### src/rtl/rat_loader_pkg.sv
// Shared types and constants for the RAT MCU serial program loader.
package rat_loader_pkg;

  typedef enum logic [2:0] {
    ST_IDLE,
    ST_CNT_HI,
    ST_CNT_LO,
    ST_W0,
    ST_W1,
    ST_W2,
    ST_CSUM
  } loader_state_t;

  localparam logic [7:0] DEF_SYNC_BYTE   = 8'hA5;
  localparam int         FRAME_HDR_BYTES = 3;
  localparam int         BYTES_PER_WORD  = 3;

endpackage

### src/rtl/loader_timeout.sv
// Inter-byte watchdog: reloads on every restart, counts down while active,
// and flags expiry on the TIMEOUT_CYC-th consecutive quiet clock.
module loader_timeout #(
  parameter int TIMEOUT_CYC = 1_000_000
) (
  input  logic clk,
  input  logic rst,
  input  logic restart,
  input  logic active,
  output logic expire
);

  localparam int CW = $clog2(TIMEOUT_CYC + 1);

  logic [CW-1:0] cnt_q, cnt_d;

  always_comb begin
    cnt_d = cnt_q;
    if (restart) begin
      cnt_d = CW'(TIMEOUT_CYC);
    end else if (!active) begin
      cnt_d = '0;
    end else if (cnt_q != '0) begin
      cnt_d = cnt_q - CW'(1);
    end
  end

  always_ff @(posedge clk) begin
    if (rst) begin
      cnt_q <= '0;
    end else begin
      cnt_q <= cnt_d;
    end
  end

  assign expire = active && !restart && (cnt_q == CW'(1));

endmodule

### src/rtl/prog_loader.sv
// Serial bootloader for the RAT program memory: unpacks a framed UART byte
// stream into 18-bit words and arbitrates the memory port against the CPU.
module prog_loader
  import rat_loader_pkg::*;
#(
  parameter int         ADDR_W      = 10,
  parameter int         DATA_W      = 18,
  parameter logic [7:0] SYNC_BYTE   = DEF_SYNC_BYTE,
  parameter int         TIMEOUT_CYC = 1_000_000
) (
  input  logic              CLK,
  input  logic              RST,
  input  logic [7:0]        RX_DATA,
  input  logic              RX_VALID,
  input  logic [ADDR_W-1:0] CPU_ADDR,
  output logic [ADDR_W-1:0] MEM_ADDR,
  output logic [DATA_W-1:0] MEM_WDATA,
  output logic              MEM_WE,
  output logic              CPU_HOLD,
  output logic              CPU_RST,
  output logic              LOAD_DONE,
  output logic              LOAD_ERR
);

  localparam logic [16:0] MAX_N = 17'(2 ** ADDR_W);

  loader_state_t     state_q, state_d;
  logic [15:0]       n_q, n_d;
  logic [1:0]        b0_q, b0_d;
  logic [7:0]        b1_q, b1_d;
  logic [7:0]        chk_q, chk_d;
  logic [ADDR_W:0]   words_q, words_d;
  logic [ADDR_W-1:0] la_q, la_d;
  logic              mem_we_q, mem_we_d;
  logic [DATA_W-1:0] mem_wdata_q, mem_wdata_d;
  logic              cpu_hold_q, cpu_hold_d;
  logic              cpu_rst_q, cpu_rst_d;
  logic              load_done_q, load_done_d;
  logic              load_err_q, load_err_d;

  logic [ADDR_W:0]   words_inc;
  logic [15:0]       n_rx;
  logic              tmo_expire;

  loader_timeout #(
    .TIMEOUT_CYC(TIMEOUT_CYC)
  ) u_timeout (
    .clk    (CLK),
    .rst    (RST),
    .restart(RX_VALID),
    .active (state_q != ST_IDLE),
    .expire (tmo_expire)
  );

  always_comb begin
    state_d     = state_q;
    n_d         = n_q;
    b0_d        = b0_q;
    b1_d        = b1_q;
    chk_d       = chk_q;
    words_d     = words_q;
    la_d        = la_q;
    mem_we_d    = 1'b0;
    mem_wdata_d = '0;
    cpu_hold_d  = cpu_hold_q;
    cpu_rst_d   = 1'b0;
    load_done_d = 1'b0;
    load_err_d  = load_err_q;
    words_inc   = words_q + (ADDR_W + 1)'(1);
    n_rx        = {n_q[15:8], RX_DATA};

    if (RX_VALID) begin
      case (state_q)
        ST_IDLE: begin
          if (RX_DATA == SYNC_BYTE) begin
            state_d    = ST_CNT_HI;
            cpu_hold_d = 1'b1;
            load_err_d = 1'b0;
          end
        end
        ST_CNT_HI: begin
          n_d[15:8] = RX_DATA;
          state_d   = ST_CNT_LO;
        end
        ST_CNT_LO: begin
          n_d = n_rx;
          if (n_rx == 16'd0 || {1'b0, n_rx} > MAX_N) begin
            load_err_d = 1'b1;
            state_d    = ST_IDLE;
          end else begin
            la_d    = '0;
            words_d = '0;
            chk_d   = '0;
            state_d = ST_W0;
          end
        end
        ST_W0: begin
          // Upper six bits of B0 are reserved; a violation poisons the frame
          // but the stream is still consumed so framing stays aligned.
          chk_d = chk_q ^ RX_DATA;
          b0_d  = RX_DATA[1:0];
          if (RX_DATA[7:2] != 6'd0) begin
            load_err_d = 1'b1;
          end
          state_d = ST_W1;
        end
        ST_W1: begin
          chk_d   = chk_q ^ RX_DATA;
          b1_d    = RX_DATA;
          state_d = ST_W2;
        end
        ST_W2: begin
          chk_d       = chk_q ^ RX_DATA;
          mem_we_d    = 1'b1;
          mem_wdata_d = DATA_W'({b0_q, b1_q, RX_DATA});
          la_d        = words_q[ADDR_W-1:0];
          words_d     = words_inc;
          state_d     = (16'(words_inc) == n_q) ? ST_CSUM : ST_W0;
        end
        ST_CSUM: begin
          if (RX_DATA == chk_q && !load_err_q) begin
            load_done_d = 1'b1;
            cpu_rst_d   = 1'b1;
            cpu_hold_d  = 1'b0;
          end else begin
            load_err_d = 1'b1;
          end
          state_d = ST_IDLE;
        end
        default: state_d = ST_IDLE;
      endcase
    end

    if (tmo_expire) begin
      state_d    = ST_IDLE;
      load_err_d = 1'b1;
    end
  end

  always_ff @(posedge CLK) begin
    if (RST) begin
      state_q     <= ST_IDLE;
      n_q         <= '0;
      b0_q        <= '0;
      b1_q        <= '0;
      chk_q       <= '0;
      words_q     <= '0;
      la_q        <= '0;
      mem_we_q    <= 1'b0;
      mem_wdata_q <= '0;
      cpu_hold_q  <= 1'b0;
      cpu_rst_q   <= 1'b0;
      load_done_q <= 1'b0;
      load_err_q  <= 1'b0;
    end else begin
      state_q     <= state_d;
      n_q         <= n_d;
      b0_q        <= b0_d;
      b1_q        <= b1_d;
      chk_q       <= chk_d;
      words_q     <= words_d;
      la_q        <= la_d;
      mem_we_q    <= mem_we_d;
      mem_wdata_q <= mem_wdata_d;
      cpu_hold_q  <= cpu_hold_d;
      cpu_rst_q   <= cpu_rst_d;
      load_done_q <= load_done_d;
      load_err_q  <= load_err_d;
    end
  end

  assign MEM_ADDR  = cpu_hold_q ? la_q : CPU_ADDR;
  assign MEM_WE    = mem_we_q;
  assign MEM_WDATA = mem_wdata_q;
  assign CPU_HOLD  = cpu_hold_q;
  assign CPU_RST   = cpu_rst_q;
  assign LOAD_DONE = load_done_q;
  assign LOAD_ERR  = load_err_q;

endmodule

### config.mk
export PLATFORM = sky130hd
export DESIGN_NAME = prog_loader
export DESIGN_NICKNAME = d
export VERILOG_FILES = /design/src/rtl/rat_loader_pkg.sv /design/src/rtl/loader_timeout.sv /design/src/rtl/prog_loader.sv
export SDC_FILE = /design/constraint.sdc
export NUM_CORES = 1
export LEC_CHECK = 0
export CAP_MARGIN = 20
export CORE_ASPECT_RATIO = 2
export CORE_MARGIN = 2
export CORE_UTILIZATION = 45
export CTS_BUF_LIST = sky130_fd_sc_hd__clkbuf_2
export DETAILED_ROUTE_END_ITERATION = 7
export PLACE_DENSITY = 0.66
export SLEW_MARGIN = 20
export SYNTH_ARGS = -nofsm -noshare
export SYNTH_HDL_FRONTEND = slang
export SYNTH_SLANG_ARGS = --single-unit
### constraint.sdc
create_clock -name CLK -period 3.6 [get_ports CLK]
set_clock_uncertainty 0.1 [all_clocks]
set_input_delay 0.72 -clock CLK [delete_from_list [all_inputs] [get_ports CLK]]
set_output_delay 0.72 -clock CLK [all_outputs]
set_load 0.05 [all_outputs]
==> results list, run 1 <==
* Vertical die dimension: 148 um
- Number of antenna violations at the first check in global routing: 1
- Total buffers and inverters traversed by the critical path: 1
- Yosys mapped a number of flops with a built-in enable equal to 0.
- The filler cells instantiated in the layout total 1,007.
* Period utilisation layout: 91.1%
- The worst hold path belongs to the class reg -> reg.
- WL/cell: 15.9 um
- The first global-routing pass estimated 19.4 mm of wire.
* RSZ-0062 raised after global routing: false
- 54 I/O pins were placed.
- Number of hold buffers added after CTS: 0
- Counting cells, the worst reg-to-reg path comes to 7.
- VDD sags by at most 0.304 mV.
- Data arrival time of the critical path: 2.46 ns
- Ranked by total cell area, the synthesized netlist is headed by sky130_fd_sc_hd__dfxtp_1 43%, sky130_fd_sc_hd__a21oi_1 6.5%, sky130_fd_sc_hd__nand2_1 5.7%.
* Placed standard-cell area: about 5400 um2
* Initial DRC Count: 155
- Hold_ws: 0.376 ns
- In this run the standard cell core region covers 10,100 um2.
- From left edge to right edge, the die measures 76.1 um.
- Of the total synthesized cell area, the portion taken by full adders, half adders and majority gates is ~1.1%.
- Total via count after detailed routing: a little over 4,000
- The H-tree was split into 3 levels.
- After floorplanning, the core was divided into 52 placement rows.
* Mean cell area of the mapped netlist: between 8 and 9 um2
- Dividing the detail-routed via count by the number of cells gives 5.50.
- The largest single stage delay on the critical path is 0.74 ns.
- In this run, synthesis produced a sequential element count of 100.
* Sequential cell area: between 2000 and 2500 um2
- The worst hold path was traced through 2 stages.
- Library cell occupying the most area in the post-synthesis netlist: sky130_fd_sc_hd__dfxtp_1
* Vias in the first global route: 4,142
- Synth Warn #: 0
- The final-report hold violation count is 0.
- Final core utilization: between 50% and 60%
- In the synthesized netlist the dominant register cell turns out to be sky130_fd_sc_hd__dfxtp_1.
- Main combinational cell family by area after synthesis: simple AND/OR/NAND/NOR gates
- Largest net degree at the start of global routing: 37
* Cell type of the slowest stage on the worst timing path: sky130_fd_sc_hd__dfxtp_1
- The post-route netlist has 8.29% of its cells at a drive strength greater than 1.
- After detailed routing, the total wire length is 11.9 mm.
* Max-slew violation count: 0
- Synthesized netlist net count: between 500 and 600
- Max Buffers Root-to-Sink: 2
- Crit path capture type: output port
* Critical-path maximum fanout: 12
* Clock insertion delay at the later pin of the skew report: between 0.6 and 0.7 ns
- HPWL after DPL: 8.99 mm
- Length of the first detailed-routing pass in iterations: 5
- Launching element type of the critical path: flop
- Worst Path Required: 2.78 ns
- Net switching is 29.9% of the power.
- Global routing finished with a remaining overflow of 0.
- Clock tree synthesis inserted a total of 9 buffers.
- Sequential cell area fraction in the yosys report: 42.8%
* Min Clock Period, post-route: 3.28 ns
- Counting every instance in the synthesized netlist gives 564.
* Async set-reset flop share out of synthesis: 0%
- Across every metal layer, demand over resource in global routing totals a little over a fifth.
- The count of buffers added on input and output ports is 53.
* CTS tree: done
- Top-area cell type share of the netlist area: 42.8%
* Reg clk slew, reported paths: 0.31 ns
* Design Area, Final: ~5500 um2
* Classification of the worst setup path: reg -> out
- Once the clock tree was built, the resizer swapped 0 gates to a different size.
- The analysis attributes to net switching a power of 615 uW.
- Simple-gate area share of the yosys netlist: 26.9%
- Die Area: 11,300 um2
* Portion of total power attributed to combinational logic: between 10% and 20%
* Initial core utilization: 46.1%
- Walking the worst path, the cells encountered are mux2_2 > clkdlybuf4s50_1.
- The critical path runs through a total of 2 cells.
- Compound-Gate Fraction of Synth Area: 15.7%
* Cell-internal power: 1440 uW
- Multi-input logic area: 2500 um2
- Dividing total power by cell area gives a power density of ~370 nW/um2.
- Fraction of power consumed by sequential logic: 55.9%
- Clock network power share: 28.8%
* Clock net sink count: 100
* Max-slew headroom: 45.2%
- Across the run, the number of max-cap violations was 0.
- Cell area after synthesis: 4670 um2
- Routability-driven placement finished with a final weighted congestion of 0.888.
- In the routed design, unresolved DRC markers number 0.
- Setup bufs post-CTS: 0
- Fraction of synthesized area in multiplexers: 3.05%
* Final setup violation count: 0
- The worst register-to-register path has a setup slack of 0.83 ns.
- At the pin with the least slew margin, the transition time is 0.815 ns.
- P_leak: 0.00201 uW
- Once detail routing completed, the nets flagged for antenna violations numbered 0.
- From synthesis to final layout, the design area changed by 17.5%.
- For this run, the top clock speed supported by timing is 305 MHz.
- Of the total synthesized cell area, the portion taken by XOR and XNOR cells is 6.75%.
* Post-Route Setup TNS: 0 ns
- CTS root buffer: sky130_fd_sc_hd__clkbuf_2
- Nets: 635
* Crit path max-delay family: flip-flops
* Result of the run: finished, final reports clean
- After synthesis, the netlist uses 56 different library cells.
==> synthesized netlist by cell type, types with 3 or more instances <==
cell type                  count
sky130_fd_sc_hd__nand4_1       4
sky130_fd_sc_hd__nand2_1      71
sky130_fd_sc_hd__mux2_2       10
sky130_fd_sc_hd__xnor2_1      16
sky130_fd_sc_hd__nor4_1        8
sky130_fd_sc_hd__dfxtp_1     100
sky130_fd_sc_hd__a22o_1       11
sky130_fd_sc_hd__and2_1       19
sky130_fd_sc_hd__mux2i_1       3
sky130_fd_sc_hd__nor3_1       19
sky130_fd_sc_hd__nor2_1       51
sky130_fd_sc_hd__or3_1        10
sky130_fd_sc_hd__nand4b_1      4
sky130_fd_sc_hd__or4_1         5
sky130_fd_sc_hd__a21oi_1      61
sky130_fd_sc_hd__buf_1         3
sky130_fd_sc_hd__o21ai_1       4
sky130_fd_sc_hd__nand3_1      11
sky130_fd_sc_hd__xor2_1       20
sky130_fd_sc_hd__nor2b_1      11
sky130_fd_sc_hd__a31oi_1       7
sky130_fd_sc_hd__ha_1          4
sky130_fd_sc_hd__o21ai_0      22
sky130_fd_sc_hd__clkbuf_1     29
sky130_fd_sc_hd__inv_1         7
sky130_fd_sc_hd__nand3b_1      8
sky130_fd_sc_hd__nand2b_1     13
==> state kept, by name, indices dropped and copies added (netlist names) <==
signal           count
MEM_WDATA           18
n_q                 16
CPU_HOLD             1
la_q                10
LOAD_ERR             1
LOAD_DONE            1
b0_q                 2
words_q             11
chk_q                8
b1_q                 8
MEM_WE               1
state_q              3
u_timeout.cnt_q     20
==> path summary, 6_finish.rpt <==
path	to	from
worst max-delay path	MEM_ADDR[9]	CPU_HOLD$_SDFFE_PP0P_
worst min-delay path	b1_q[0]$_SDFFE_PP0P_	b1_q[0]$_SDFFE_PP0P_
worst max register to register	words_q[4]$_SDFFE_PP0P_	n_q[12]$_SDFFE_PP0P_
worst min register to register	b1_q[0]$_SDFFE_PP0P_	b1_q[0]$_SDFFE_PP0P_
==> per-stage QoR <==
stage	instances	setup slack (ns)	total power, uW
detailed placement	734	0.405	1480
floorplan	564	0.808	1390
global placement	734	0.427	1480
global route	751	0.185	2150
finish	751	0.320	2060
CTS	750	0.270	2080
==> tightest hold or removal path, stage by stage, from the launching register on <==
cell and delay [ns]:
sky130_fd_sc_hd__dfxtp_1 0.38, sky130_fd_sc_hd__nand2_1 0.05, sky130_fd_sc_hd__a21oi_1 0.06
==> placed cells by master (no fill, tap or decap), drive strengths merged, types with 2 or more instances in the layout <==
master / synthesis / routed
and2: 19 / 19
nand2: 71 / 71
nand4b: 4 / 4
a31oi: 7 / 7
xnor2: 16 / 16
nand3: 11 / 11
or4: 5 / 5
nand4: 4 / 4
nand2b: 13 / 13
a22o: 11 / 11
and3: 2 / 2
mux2i: 3 / 3
ha: 4 / 4
xor2: 20 / 20
nor2b: 12 / 12
a22oi: 2 / 2
a21oi: 62 / 62
or3: 10 / 10
dfxtp: 100 / 100
nand3b: 8 / 8
o21ai: 26 / 26
clkdlybuf4s50: 0 / 52
o211ai: 2 / 2
nor3b: 3 / 3
buf: 6 / 18
clkbuf: 29 / 9
or4b: 2 / 2
inv: 7 / 12
nor3: 19 / 19
mux2: 10 / 10
nor4: 8 / 8
nor2: 51 / 51
==> layout make-up <==
class                      count  area share [%]
multi-input combinational    422            45.6
sequential                   100            36.5
timing repair buffer          70            11.9
tap                          135            3.08
clock inverter                 7            1.62
clock buffer                   9           0.820
inverter                       7           0.478
antenna                        1          0.0456
==> cell families (layout without fill, tap and decap cells) <==
kind of cell,after synthesis,in the layout
AOI/OAI and AO/OA,124,124
xor gates and xnor gates,36,36
adders and majority gates,4,4
buffers and inverters,42,93
DFF,100,100
muxes,13,13
other,0,1
and+or+nand+nor,245,245
==> power groups by stage <==
| stage | clock [uW] | combinational [uW] | sequential, uW |
|---|---|---|---|
| final | 594 | 314 | 1150 |
| after global routing | 652 | 343 | 1160 |
| after CTS | 611 | 315 | 1150 |
| after detailed placement | 0 | 313 | 1170 |
| after global placement | 0 | 308 | 1170 |
| after floorplan | 0 | 221 | 1160 |
==> per-layer routing <==
layer	up-vias	routed length (um)	GRT usage, %
met5	-	0	0
met4	0	533	14.6
met3	36	341	3.40
met2	89	6710	42.6
met1	1952	4360	19.9
li1	2054	-	-
No activity file was read; power rests on OpenSTA's default activity.
==> run 2, diff against run 1 <==
--- a/config.mk
+++ b/config.mk
@@ -6,12 +6,15 @@
 export NUM_CORES = 1
 export LEC_CHECK = 0
 export CAP_MARGIN = 20
+export CELL_PAD_IN_SITES_DETAIL_PLACEMENT = 0
+export CELL_PAD_IN_SITES_GLOBAL_PLACEMENT = 1
 export CORE_ASPECT_RATIO = 2
 export CORE_MARGIN = 2
-export CORE_UTILIZATION = 45
+export CORE_UTILIZATION = 35
 export CTS_BUF_LIST = sky130_fd_sc_hd__clkbuf_2
+export CTS_CLUSTER_SIZE = 40
 export DETAILED_ROUTE_END_ITERATION = 7
-export PLACE_DENSITY = 0.66
+export PLACE_DENSITY_LB_ADDON = 0.1
 export SLEW_MARGIN = 20
 export SYNTH_ARGS = -nofsm -noshare
 export SYNTH_HDL_FRONTEND = slang
==> results list, run 2 (synthesis results as in run 1) <==
* Result of the run: finished, violations left
* Violated checks: DRC
- Combinational logic burns 15.8% of the power.
- Total of max-cap violations: 0
- The routed layout has 4,111 vias.
- Largest net degree at the start of global routing: 37
- Via density per instance: 5.39
* I/O pin total: 54
* Remaining global-route overflow: 0
- Headroom to the max-slew limit came out at 42.5%.
- Setup bufs post-CTS: 0
- Max-slew violation count: 0
- Measured along the x axis, the die boundary spans 85.7 um.
* Post-detailed-route DRC marker count: 6
* Cell-internal power: about 1400 uW
- Final setup violation count: 0
* Remaining antenna violation count: 0
* Floorplan row count: 59
- For this run, the top clock speed supported by timing is 311 MHz.
- The number of global-route vias before repair was 4,130.
- Overall fraction of global-route tracks in use: 19.3%
* Number of port buffers: 53
- Clock net sink count: 100
- Crit path capture type: output port
* Min Clock Period, post-route: 3.21 ns
- Cell type of the slowest stage on the worst timing path: sky130_fd_sc_hd__dfxtp_1
* Initial core utilization: 35.8%
* Switching part of the total power: 29.5%
* Net switching power figure: about 600 uW
- Critical-path maximum fanout: 12
- WL/cell: 17.6 um
- The first global-routing pass estimated about 21 mm of wire.
* Nets: approximately 630
- At the pin with the least slew margin, the transition time is ~0.86 ns.
- Setup total negative slack on the finished layout was measured at 0 ns.
* IR Drop Worst-Case VDD: 0.192 mV
- At the worst endpoint, the required time is 2.78 ns.
- PwrDens: roughly 370 nW/um2
* Number of antenna violations at the first check in global routing: 1
- Critical-path cell list: mux2_2 > clkdlybuf4s50_1
* Core Footprint: 13,100 um2
- By startpoint and endpoint, the worst setup path is classified as reg -> out.
* Count of filler cells inserted in the layout: 1,374
- The H-tree was split into 3 levels.
- CTS Buf Count: 9
- The final-report hold violation count is 0.
* Number of hold buffers added after CTS: 0
- CTS root buffer: sky130_fd_sc_hd__clkbuf_2
- Worst Hold Class: reg -> reg
* Final Wtd Congestion: 0.868
- Final wirelength: 13.4 mm
* Die Area: around 14,000 um2
- Sequential cells account for 57.3% of the total power.
- The die is 167 um tall.
* Final core utilization: 41.8%
* Max Buffers Root-to-Sink: 2
- In this run, the number of DRC markers left after iteration 0 of detailed routing was 176.
- P&R area growth vs syn: 16.8%
- In this run the static leakage power is 0.00198 uW.
- In this run, post-CTS repair resized a total of 0 instances.
* Period utilisation layout: 89.2%
- The pre-antenna-repair detailed-routing pass consisted of 6 iterations.
* Top register by number of flip-flops: u_timeout.cnt_q
- The library cell used most frequently in the layout, excluding fill and tap cells, is sky130_fd_sc_hd__dfxtp_1.
- TritonCTS built the clock tree.
- Clock network power share: a little over a quarter
* Data arrival time of the critical path: 2.39 ns
- Reg clk slew, reported paths: between 0.2 and 0.3 ns
- Maximum cell stage delay along the critical path: 0.73 ns
* HPWL after DPL: 10.2 mm
- Commonest cells after routing, fill and taps aside: 100 x sky130_fd_sc_hd__dfxtp_1, 71 x sky130_fd_sc_hd__nand2_1, 61 x sky130_fd_sc_hd__a21oi_1, 52 x sky130_fd_sc_hd__clkdlybuf4s50_1, 50 x sky130_fd_sc_hd__nor2_1
- Share of layout cells above drive strength 1: 7.38%
- At the later pin of the worst-skew pair, clock insertion delay measures 0.58 ns.
- STA classifies the critical path startpoint as a flop.
- RSZ-0062 raised after global routing: false
* Max FFs per register: 20
==> run 2: cell count changes in the layout (fill, tap and decap cells not counted) <==
cell | before | now
sky130_fd_sc_hd__clkinvlp_4 | 1 | 2
sky130_fd_sc_hd__clkinv_4 | 0 | 2
sky130_fd_sc_hd__buf_4 | 17 | 13
sky130_fd_sc_hd__clkinv_1 | 0 | 1
sky130_fd_sc_hd__inv_8 | 3 | 0
sky130_fd_sc_hd__inv_6 | 2 | 0
==> run 2: stage by stage <==
step / power [uW] / cells / hold slack [ns] / setup WS (ns) / instance area, um2
after floorplan: 1390 / 564 / 0.330 / 0.808 / 4670
after global placement: 1490 / 747 / 0.339 / 0.282 / 5350
after detailed placement: 1490 / 747 / 0.346 / 0.224 / 5350
after CTS: 2050 / 762 / 0.375 / 0.284 / 5460
after global routing: 2100 / 763 / 0.385 / 0.254 / 5460
final: 2010 / 763 / 0.369 / 0.388 / 5460
==> run 2: critical path, delay by kind of cell, from the launching register on <==
family	cells	cell delay (ns)
mux	1	0.40
flops	1	0.73
buf+inv	1	0.71
==> run 2: path summary, 6_finish.rpt <==
| kind | slack (ns) | start | end | cells past startpoint |
|---|---|---|---|---|
| max | 0.39 | CPU_HOLD$_SDFFE_PP0P_ | MEM_ADDR[6] | 2 |
| min reg2reg | 0.37 | b1_q[4]$_SDFFE_PP0P_ | b1_q[4]$_SDFFE_PP0P_ | 2 |
| max reg2reg | 0.71 | n_q[12]$_SDFFE_PP0P_ | la_q[7]$_SDFFE_PP0P_ | 6 |
| min | 0.37 | b1_q[4]$_SDFFE_PP0P_ | b1_q[4]$_SDFFE_PP0P_ | 2 |
==> run 2: per-layer routing <==
layer | up-vias | track usage [%] | part of all wire (%)
met5 | - | 0 | 0
met4 | 0 | 11.3 | 5.0
met3 | 35 | 2.76 | 3.0
met2 | 90 | 38.1 | 58
met1 | 1941 | 17.9 | 34
li1 | 2045 | - | -
==> run 2: layout make-up <==
cell class	instances	area [um2]	area share [%]
antenna	1	2.50	0.0458
sequential	100	2000	36.7
timing repair buffer	66	623	11.4
tap	152	190	3.48
clock inverter	6	66.3	1.21
clock buffer	9	45.0	0.825
multi-input combinational	422	2500	45.9
inverter	7	26.3	0.481
==> run 2: power by group through the flow <==
stage                     Sequential [uW]  Clock (uW)  Combinational [uW]
after floorplan                      1160           0                 221
after global placement               1170           0                 317
after detailed placement             1170           0                 320
after CTS                            1150         573                 322
after global routing                 1150         600                 347
final                                1150         540                 318
